[config.mk]
export PLATFORM = sky130hd
export DESIGN_NAME = encoder_layer_bias_sink
export DESIGN_NICKNAME = d
export VERILOG_FILES = /design/src/rtl/encoder_layer_bias_sink.sv
export SDC_FILE = /design/constraint.sdc
export NUM_CORES = 1
export LEC_CHECK = 0
export BUFFER_PORTS_ARGS = -buffer_cell sky130_fd_sc_hd__buf_2
export CORE_UTILIZATION = 50
export DETAILED_ROUTE_END_ITERATION = 10
export HOLD_SLACK_MARGIN = 0.05
export PLACE_DENSITY_LB_ADDON = 0.1
export REMOVE_ABC_BUFFERS = 1
export SLEW_MARGIN = 20
export SYNTH_ARGS = -nofsm -noshare
export SYNTH_HDL_FRONTEND = slang
export SYNTH_SLANG_ARGS = --single-unit
[constraint.sdc]
create_clock -name clk -period 3.7 [get_ports clk]
set_input_delay 0.555 -clock clk [delete_from_list [all_inputs] [get_ports clk]]
set_output_delay 0.555 -clock clk [all_outputs]
set_load 0.005 [all_outputs]
[src/rtl/encoder_layer_bias_sink.sv]
// encoder_layer_bias_sink: receives the bias parameter stream, packs IN_DEPTH
// beats into an on-chip buffer and serves it through a ROM-style read port
// (address0/ce0/q0, 2-cycle latency). A downstream layer can therefore swap a
// bias ROM for runtime-loaded biases without changing its read logic.
// Optional feature macro: BIAS_SINK_CHECKSUM_EN adds a running element-sum
// output `checksum` over the current load.
module encoder_layer_bias_sink #(
  parameter int BIAS_TENSOR_SIZE_DIM_0 = 32,
  parameter int BIAS_PRECISION_0       = 16,
  parameter int BIAS_PARALLELISM_DIM_0 = 1,
  parameter int BIAS_PARALLELISM_DIM_1 = 1,
  parameter int IN_DEPTH               = BIAS_TENSOR_SIZE_DIM_0 / BIAS_PARALLELISM_DIM_0,
  parameter int ADDR_WIDTH             = $clog2(IN_DEPTH) + 1
) (
  input  logic                         clk,
  input  logic                         rst,
  input  logic [BIAS_PRECISION_0-1:0]  data_in [BIAS_PARALLELISM_DIM_0*BIAS_PARALLELISM_DIM_1-1:0],
  input  logic                         data_in_valid,
  output logic                         data_in_ready,
  input  logic                         reload,
  output logic                         loaded,
  input  logic [ADDR_WIDTH-1:0]        address0,
  input  logic                         ce0,
  output logic [BIAS_PRECISION_0*BIAS_PARALLELISM_DIM_0*BIAS_PARALLELISM_DIM_1-1:0] q0
`ifdef BIAS_SINK_CHECKSUM_EN
  ,
  output logic [BIAS_PRECISION_0+$clog2(BIAS_TENSOR_SIZE_DIM_0)-1:0] checksum
`endif
);

  localparam int P     = BIAS_PARALLELISM_DIM_0 * BIAS_PARALLELISM_DIM_1;
  localparam int W     = BIAS_PRECISION_0 * P;
  // Buffer index width; the array is rounded up to a power of two so a
  // truncated index can never fall outside it.
  localparam int MAW   = (IN_DEPTH > 1) ? $clog2(IN_DEPTH) : 1;
  localparam int NWORD = 1 << MAW;

  typedef enum logic {FILL, FULL} state_t;

  state_t                r_state;
  logic [ADDR_WIDTH-1:0] r_wr_ptr;
  logic                  r_loaded;
  logic [W-1:0]          r_mem [NWORD];
  logic [W-1:0]          r_stage0;
  logic [W-1:0]          r_q0;

  logic [W-1:0]          w_beat;
  logic                  w_accept;
  logic                  w_last;
  logic                  w_addr_oob;

  // Pack the element array: element j lands at bits [PREC*j +: PREC].
  always_comb begin
    w_beat = '0;
    for (int j = 0; j < P; j++)
      w_beat[BIAS_PRECISION_0*j +: BIAS_PRECISION_0] = data_in[j];
  end

  // Ready depends only on state and reload, so reload wins over a beat.
  assign data_in_ready = (r_state == FILL) && !reload;
  assign w_accept      = data_in_valid && data_in_ready;
  assign w_last        = (r_wr_ptr == ADDR_WIDTH'(IN_DEPTH - 1));
  assign w_addr_oob    = (address0 >= ADDR_WIDTH'(IN_DEPTH));
  assign loaded        = r_loaded;
  assign q0            = r_q0;

  // Load FSM: FILL counts beats into the buffer, FULL holds off the stream.
  always_ff @(posedge clk) begin
    if (rst || reload) begin
      r_state  <= FILL;
      r_wr_ptr <= '0;
      r_loaded <= 1'b0;
    end else if (w_accept) begin
      if (w_last) begin
        r_state  <= FULL;
        r_wr_ptr <= '0;
        r_loaded <= 1'b1;
      end else begin
        r_wr_ptr <= r_wr_ptr + ADDR_WIDTH'(1);
      end
    end
  end

  // Buffer write; contents are intentionally not reset.
  always_ff @(posedge clk) begin
    if (w_accept && !rst)
      r_mem[r_wr_ptr[MAW-1:0]] <= w_beat;
  end

  // Two-stage read pipeline gated by ce0; read-first against a same-cycle
  // write because the array is sampled before the write edge lands.
  always_ff @(posedge clk) begin
    if (rst) begin
      r_stage0 <= '0;
      r_q0     <= '0;
    end else if (ce0) begin
      r_stage0 <= w_addr_oob ? '0 : r_mem[address0[MAW-1:0]];
      r_q0     <= r_stage0;
    end
  end

`ifdef BIAS_SINK_CHECKSUM_EN
  localparam int CW = BIAS_PRECISION_0 + $clog2(BIAS_TENSOR_SIZE_DIM_0);

  logic [CW-1:0] r_checksum;
  logic [CW-1:0] w_beat_sum;

  // Modular sum of the elements in the current beat.
  always_comb begin
    w_beat_sum = '0;
    for (int j = 0; j < P; j++)
      w_beat_sum = w_beat_sum + CW'(data_in[j]);
  end

  // Running checksum of the current load, cleared with the load itself.
  always_ff @(posedge clk) begin
    if (rst || reload)
      r_checksum <= '0;
    else if (w_accept)
      r_checksum <= r_checksum + w_beat_sum;
  end

  assign checksum = r_checksum;
`endif

endmodule
After elaboration in Yosys (flattened, before gate mapping)
Memory sizes are Yosys's and may differ from the RTL's.
Index checks and enable logic that the tools add are counted.
W data, S select, Z words.
- add/sub/neg operators: 1
- order comparisons: 1
- equality and inequality tests: 1
- muxes and demuxes: 4
- bitwise gates (word level): 1
- reduce and logical (&&, ||, !) cells: 7
- operators with widths (operator ; number):
    $mux W16 ; 1
    $add A6 B1 Y6 const B ; 1
    $eq A6 B5 Y1 const B ; 1
    $ge A6 B6 Y1 const B ; 1
    $mux W6 ; 1
    $logic_and A1 B1 Y1 ; 3
    $logic_not A1 Y1 ; 2
    $mux W1 ; 2
    $reduce_and A2 Y1 ; 1
    $logic_or A1 B1 Y1 ; 1
    $not A1 Y1 ; 1
- register bits after elaboration: 39
- memory bits (writable): 512
- input port bits: 27
- word-level logic and storage cells: 20
- memories: 1
- memories (memory ; words ; bits a word ; rd ports ; clocked after memory_dff ; write ports ; RTL line ; RTL):
    r_mem ; 32 ; 16 ; 1 ; 0 ; 1 ; 43 ; logic [W-1:0] r_mem [NWORD];

Depth between registers and ports, before layout
Gate-level depths: netlist of the first run.
- word-level depth: 6
- gate-level depth with buffers: 7
- depth with buffers taken out: 5

Worst setup path after synthesis of the first run
OpenSTA, ideal clock, no wires.
- path kind: input -> register
- start: input reload
- end: memory r_mem[13][0] in the netlist's numbering (enable)
- setup time: 0.430 ns
- data arrival time: 2.965 ns
- slack: 0.305 ns
- stages on the path: 4
- path buffers: 1
- cells stage by stage: clkbuf_1 > nor3b_2 > nand2_1 > nor4_1
- longest elaborated chain between the ends: 6
- RTL lines (what ; RTL line ; RTL):
    start: declaration ; 20 ; input logic reload,
    $logic_not A1 Y1 ; 60 ; assign data_in_ready = (r_state == FILL) && !reload;
    $logic_and A1 B1 Y1 ; 60 ;
    $logic_and A1 B1 Y1 ; 61 ; assign w_accept = data_in_valid && data_in_ready;
    $logic_and A1 B1 Y1 ; 86 ; if (w_accept && !rst)
    $mux W1 ; 86 ;
    $mux W1 (not written as such) ; 87 ; r_mem[r_wr_ptr[MAW-1:0]] <= w_beat;
    end: declaration ; 43 ;
No other way between the ends.

Worst setup path after layout of the first run
- start: input address0[0]
- end: register r_stage0[4]
- longest elaborated chain between the ends: 2
- elaborated cells between the ends (all ways): 3
- those cells by class: order compare: 1; mux: 1; memory: 1
- RTL lines (what ; RTL line ; RTL):
    start: declaration ; 22 ; input logic [ADDR_WIDTH-1:0] address0,
    $mem_v2 Z32 W16 or $ge A6 B6 Y1 (tied branches) ; n/a ;
    $mux W16 * ; 97 ; r_stage0 <= w_addr_oob ? '0 : r_mem[address0[MAW-1:0]];
    end signal: assignment ; 97 ;
    end: declaration ; 44 ; logic [W-1:0] r_stage0;
Every way passes the cells marked *; elsewhere a longest branch is shown, timed or not.
A chain may end at the register's enable or synchronous reset.

==> results of run 1 <==
[routing by layer]
layer  vias up  track usage  share of wire
li1       4634            -              -
met1      5716        0.370           0.44
met2       359        0.391           0.48
met3        75       0.0331          0.058
met4         0       0.0675          0.021
met5         -            0              0
[power by group through the flow]
stage / clock (mW) / combinational, mW / sequential, mW
2_1_floorplan: 0 / 0.234 / 6.97
4_1_cts: 5.54 / 0.599 / 6.85
6_report: 5.45 / 0.591 / 6.85
3_5_place_dp: 0 / 0.597 / 6.98
5_1_grt: 5.78 / 0.626 / 6.85
3_3_place_gp: 0 / 0.590 / 6.98
[sequential cells by signal, summed over array words and instances, names as in the netlist]
register  count
loaded        1
q0           16
r_mem       512
r_stage0     16
r_wr_ptr      6
[critical path, delay by kind of cell]
kind / cells / cell delay [ns]
AO/OA/AOI/OAI: 2 / 1.02
buffers and inverters: 2 / 0.72
multiplexers: 1 / 0.58
AND/OR/NAND/NOR: 1 / 0.17
[cell type report]
class / count / area, sq um
inverters: 4 / 15.0
flip-flops and latches: 551 / 16200
fillers: 3177 / 17800
multi-input cells: 454 / 5140
clock buffers: 73 / 1540
repair buffers: 100 / 729
well taps: 577 / 722
clock inverters: 34 / 250
[how the worst max path moves through the flow]
stage,from,to,slack [ns]
2_1_floorplan,reload,r_mem[13][0],0.47
3_3_place_gp,address0[0],r_stage0[15],0.38
3_5_place_dp,address0[0],r_stage0[4],0.55
4_1_cts,address0[0],r_stage0[4],1.17
5_1_grt,address0[0],r_stage0[4],1.08
6_report,address0[0],r_stage0[4],1.05
[per-stage QoR]
| step | util | setup WS (ns) |
|---|---|---|
| after detailed placement | 0.538 | 0.552 |
| final | 0.580 | 1.05 |
| after global routing | 0.580 | 1.08 |
| after floorplan | - | 0.472 |
| after CTS | 0.580 | 1.17 |
| after global placement | 0.538 | 0.381 |
[Yosys cell counts (all sizes together) (2+ instances only)]
cell type | instances | area (sq um)
a2111oi | 27 | 238
o21ai | 3 | 15.0
a21oi | 3 | 15.0
nand2b | 11 | 68.8
nor2b | 12 | 75.1
o22ai | 14 | 87.6
nand3b | 2 | 15.0
o211a | 2 | 20.0
nor2 | 52 | 195
mux2i | 70 | 701
nor4 | 5 | 31.3
edfxtp | 512 | 15400
and2b | 17 | 130
buf | 36 | 319
o2111ai | 13 | 114
dlygate4sd1 | 4 | 35.0
xnor2 | 2 | 17.5
or2 | 5 | 31.3
nand4 | 3 | 18.8
clkbuf | 16 | 63.8
xor2 | 2 | 17.5
inv | 4 | 15.0
nor3 | 6 | 30.0
dfxtp | 39 | 781
ha | 4 | 50.1
o22a | 2 | 17.5
mux2 | 9 | 101
or3b | 2 | 17.5
or2b | 20 | 150
a211oi | 13 | 97.6
mux4 | 109 | 2560
a31oi | 2 | 12.5
nor3b | 3 | 27.5
nand2 | 27 | 101
and2 | 2 | 12.5
nand3 | 3 | 15.0
[cells by family (layout without fill, tap and decap cells)]
group	count (synthesis)	after routing	synth area share
flops	551	551	0.746
mux	188	188	0.155
simple gates	176	176	0.0448
compound gates	82	82	0.0296
buf+inv	61	211	0.0205
fa+ha+maj	4	4	0.00231
xor+xnor	4	4	0.00162
==> out/metrics.csv, run 1 <==
stage,metric,value,unit
yosys,unique cell type count in the Yosys netlist,56,
power,NetSw,2.71,mW
timing,final setup vio count,0,
power,Pwr Total,12.9,mW
yosys,ys flop type,edfxtp_1,
place,Placed Instance Area,0.0228,sq mm
clock_network,root buffer cell,clkbuf_16,
setup_path,most frequent CP cell,buf_4,
clock_network,worst skew pair latency,0.62,ns
setup_path,Crit-path slowest cell,a2111oi_0,
power,Seq pwr share,0.532,
power,clock share of power,0.423,
detailed_routing,vias,10784,
power,VDD IR max,406,uV
timing,TNS Setup,0,ns
place,DP Wirelength,32000,microns
yosys,register bit count reported by yosys,551,
setup_path,critical path required time,4.13,ns
power,Int Pwr,10.2,mW
worst_hold_path,Worst Hold Path Cells,2,
timing,crit share post-route,0.716,
setup_path,critical path launch point type,input pin,
die,row cnt,75,
setup_path,kind of end point of the critical path,register,
die,Die X-Extent,210,microns
place,Port Buffers,44,
setup_path,"reg-to-reg slack, setup",1.45,ns
timing,hold_ws,0.218,ns
grt,gr usage total,0.249,
worst_hold_path,hold path startpoint,reload,
yosys,"EDFF count, synth",512,
yosys,"Seq/Total Area, Yosys",0.746,
detailed_routing,WL/cell,29.6,microns
detailed_routing,drt drc,0,
place,Inst Count DP,1686,
detailed_routing,remaining antenna violation count,0,
die,Total Die Area,0.0442,sq mm
detailed_routing,vias per cell,6.01,
power,Comb pwr share,0.046,
layout,fraction of layout cells with a size suffix above 1,0.243,
clock_network,hold-fix buffers at CTS,0,
clock_network,Clock Path Buffers,3,
timing,Max Freq,377,MHz
clock_network,CTS resizes,0,
place,GP Congestion,0.868,
setup_path,Worst R2R End,r_stage0[4],
timing,RSZ-0062 raised after global routing,false,
yosys,async set-reset flop share out of synthesis,0,
setup_path,CP cell instances,"buf_4, buf_4, mux4_1, and2b_1, a2111oi_0, a211oi_1",
timing,"Slew Viols, Final",0,
layout,most frequent cells in the layout,"512 x edfxtp_1, 81 x mux4_2, 70 x mux2i_1",
power,Sw Share,0.211,
grt,antenna violations before repair,0,
power,pwr dens,525,mW/mm^2
setup_path,Crit path arrival time,3.08,ns
detailed_routing,initial drt markers,1041,
timing,worst slew pin tran,1.09,ns
die,core region area,0.0423,sq mm
setup_path,Reg2Reg Depth,4,
clock_network,Worst-path clk slew,0.06,ns
clock_network,Clock Sinks,551,
grt,vias in the first global route,10678,
grt,largest net degree at the start of global routing,41,
die,Die Y,210,microns
die,Initial Util,0.512,
setup_path,Worst path max stage delay,0.94,ns
clock_network,H-tree lvl count,2,
layout,Syn-to-layout area delta,13.4,%
yosys,Synth Area per Inst,20.3,sq um
layout,Nets,1199,
setup_path,worst r2r src,r_mem[18][4],
yosys,Ys Warns,0,
die,IO Count,45,
yosys,Post-Syn Area,0.0217,sq mm
timing,clock skew,0.0196,ns
clock_network,TritonCTS clock tree,built,
layout,"most common cell after layout, fill and taps aside",edfxtp_1,
layout,design area,0.0246,sq mm
worst_hold_path,Hold WC Path Type,input pin to register,
timing,minimum clock period,2.65,ns
yosys,Syn Inst Count,1066,
detailed_routing,Final Routed Wirelength,53100,microns
detailed_routing,DR pass1 iterations,5,
timing,final hold viol count,0,
clock_network,Post-CTS Setup Inserts,0,
clock_network,CTS Buf Count,57,
power,P_leak,8.06,nW
job,max-capacitance violation count,0,
setup_path,Critical Setup Path Class,input pin to register,
grt,global-route wire length before repair,77000,microns
layout,n_diodes,0,
timing,worst rel slew slack,0.254,
run_status,status,"finished, final reports clean",
setup_path,Crit Path Max Fanout,22,
worst_hold_path,worst hold endpoint,r_wr_ptr[2],
layout,post-route insts no fill,1793,
grt,GRT overflow,0,
(Power assumes the default switching activity.)
==> inputs of run 2 (changes only) <==
==> constraint.sdc (replaced) <==
create_clock -name clk -period 2.5 [get_ports clk]
set_input_delay 0.375 -clock clk [delete_from_list [all_inputs] [get_ports clk]]
set_output_delay 0.375 -clock clk [all_outputs]
set_load 0.005 [all_outputs]
==> run 2 against run 1 <==
Net effect:
- sequential share of layout area decreased by 2.0 points
- non-clock buffer count increased by 48
- via count grew 2.4%
- cell count up 2.7%
- critical path type is now register to register
- largest cell class unchanged
==> out/metrics.csv, run 2 (synthesis results as in run 1) <==
stage,metric,value,unit,change
setup_path,worst r2r src,r_mem[18][5],,
grt,vias in the first global route,11097,,+3.9%
clock_network,TritonCTS clock tree,built,,
clock_network,CTS Buf Count,56,,-1.8%
setup_path,Worst path max stage delay,0.94,ns,about the same
setup_path,kind of end point of the critical path,register,,
die,Initial Util,0.512,,unchanged
die,Die X-Extent,210,microns,unchanged
setup_path,Crit-path slowest cell,a2111oi_0,,
power,VDD IR max,611,uV,+50%
timing,"Slew Viols, Final",0,,unchanged
clock_network,root buffer cell,clkbuf_16,,
setup_path,Reg2Reg Depth,4,,unchanged
layout,Nets,1246,,+3.9%
worst_hold_path,Worst Hold Path Cells,4,,+2
layout,"most common cell after layout, fill and taps aside",edfxtp_1,,
setup_path,CP cell instances,"mux4_1, nor2b_1, a2111oi_0, a211oi_1",,
timing,clock skew,0.0245,ns,+0.00487 ns
setup_path,critical path launch point type,register,,
place,Port Buffers,44,,unchanged
detailed_routing,WL/cell,29.9,microns,+0.81%
place,Placed Instance Area,0.0235,sq mm,+3.1%
clock_network,Clock Path Buffers,3,,unchanged
detailed_routing,vias,11048,,+2.4%
setup_path,"reg-to-reg slack, setup",0.31,ns,-1.14 ns
place,GP Congestion,0.810,,-6.7%
die,Die Y,210,microns,unchanged
detailed_routing,initial drt markers,991,,-4.8%
place,pre-CTS WS,-0.449,ns,-1.00 ns
job,max-capacitance violation count,0,,unchanged
timing,minimum clock period,2.19,ns,
worst_hold_path,hold path startpoint,data_in_valid,,
layout,Seq. cell area,0.0162,sq mm,unchanged
grt,global-route wire length before repair,80200,microns,+4.2%
die,row cnt,75,,unchanged
timing,worst rel slew slack,0.257,,+0.00344
layout,design area,0.0253,sq mm,+3.1%
layout,fraction of layout cells with a size suffix above 1,0.279,,+0.0353
grt,GRT overflow,0,,unchanged
detailed_routing,vias per cell,6.00,,-0.22%
layout,filler cell count,3072,,-3.3%
detailed_routing,DR pass1 iterations,5,,unchanged
timing,Max Freq,456,MHz,
detailed_routing,Final Routed Wirelength,55000,microns,+3.5%
layout,number of flip-flops in the largest register,512,,unchanged
detailed_routing,remaining antenna violation count,0,,unchanged
timing,RSZ-0062 raised after global routing,false,,
timing,hold_ws,0.145,ns,-0.0731 ns
setup_path,Worst R2R End,r_stage0[5],,
die,core region area,0.0423,sq mm,unchanged
layout,final cell utilization of the core,0.598,,+0.0182
grt,largest net degree at the start of global routing,37,,-9.8%
power,P_leak,8.42,nW,+4.4%
power,pwr dens,768,mW/mm^2,+46%
detailed_routing,drt drc,0,,unchanged
timing,crit share post-route,0.877,,
timing,"crit path setup slack, layout",0.307,ns,-0.743 ns
run_status,status,"finished, final reports clean",,
setup_path,Critical Setup Path Class,register to register,,
clock_network,Worst-path clk slew,0.06,ns,about the same
timing,final setup vio count,0,,unchanged
clock_network,worst skew pair latency,0.62,ns,about the same
die,IO Count,45,,unchanged
timing,final hold viol count,0,,unchanged
die,Total Die Area,0.0442,sq mm,unchanged
grt,antenna violations before repair,2,,+2
grt,gr usage total,0.259,,+0.0103
worst_hold_path,worst hold endpoint,r_wr_ptr[0],,
layout,most frequent cells in the layout,"512 x edfxtp_1, 81 x mux4_2, 72 x buf_4",,
layout,Multi-input gate area,0.00517,sq mm,+0.46%
place,DP Wirelength,34500,microns,+7.6%
clock_network,Clock Sinks,551,,unchanged
power,Pwr Total,19.4,mW,+51%
setup_path,critical path required time,2.94,ns,-1.19 ns
setup_path,Crit Path Max Fanout,1,,-95%
clock_network,H-tree lvl count,2,,unchanged
clock_network,CTS resizes,0,,unchanged
setup_path,Crit path arrival time,2.64,ns,-0.44 ns
worst_hold_path,Hold WC Path Type,input pin to register,,
timing,worst slew pin tran,1.09,ns,-0.00502 ns
layout,Syn-to-layout area delta,16.9,%,
[run 2: cell types whose count changed in the layout (fill, tap and decap cells not counted), moves of 2 or more]
cell / before / now
buf_4: 52 / 72
clkbuf_1: 11 / 9
clkbuf_8: 6 / 1
bufinv_16: 3 / 6
a2111oi_0: 24 / 21
clkinv_1: 19 / 15
clkinv_2: 8 / 14
a2111oi_2: 0 / 4
buf_12: 6 / 33
[run 2: worst max-delay path by stage]
| stage | depth (start not counted) | end | slack, ns | startpoint |
|---|---|---|---|---|
| final | 4 | r_stage0[5] | 0.31 | r_mem[18][5] |
| after global routing | 7 | r_stage0[2] | 0.25 | address0[4] |
| after detailed placement | 7 | r_stage0[2] | -0.45 | address0[4] |
| after global placement | 6 | r_stage0[11] | -0.85 | address0[0] |
| after CTS | 7 | r_stage0[2] | 0.18 | address0[4] |
| after floorplan | 3 | r_mem[13][0] | -0.55 | reload |
[run 2: what timing repair did]
action,in CTS,in global routing
setup endpoints to repair,0,0
endpoints found under the hold margin,3,0
hold buffers,1,0
buffers inserted,0,0
[run 2: area by class of cell]
cell class / count / share of cell area
Timing Repair Buffer: 148 / 0.0565
Tap cell: 577 / 0.0285
Antenna cell: 1 / 0.0000988
Sequential cell: 551 / 0.638
Inverter: 4 / 0.000593
Clock buffer: 67 / 0.0586
Clock inverter: 39 / 0.0137
Multi-Input combinational cell: 454 / 0.204
[run 2: where the power goes]
group          switching [mW]  internal, mW
registers              0.0446          10.1
logic                   0.585         0.392
clock network            3.48          4.85
[run 2: worst max-delay path: cells and delay by family (launching register included)]
family | cells | cell delay, ns
AOI/OAI and AO/OA | 2 | 1.01
DFF | 1 | 0.36
muxes | 1 | 0.51
and+or+nand+nor | 1 | 0.14
[run 2: stage by stage]
step,std cells,TNS (ns)
after global placement,1733,-3.84
after global routing,1840,0
after floorplan,1009,-35.79
final,1841,0
after CTS,1840,0
after detailed placement,1733,-1.20
[run 2: routing by layer]
metal | routed length, microns | track usage
met1 | 23900 | 0.374
met2 | 26900 | 0.416
met3 | 3110 | 0.0374
met4 | 1100 | 0.0740
met5 | 0 | 0
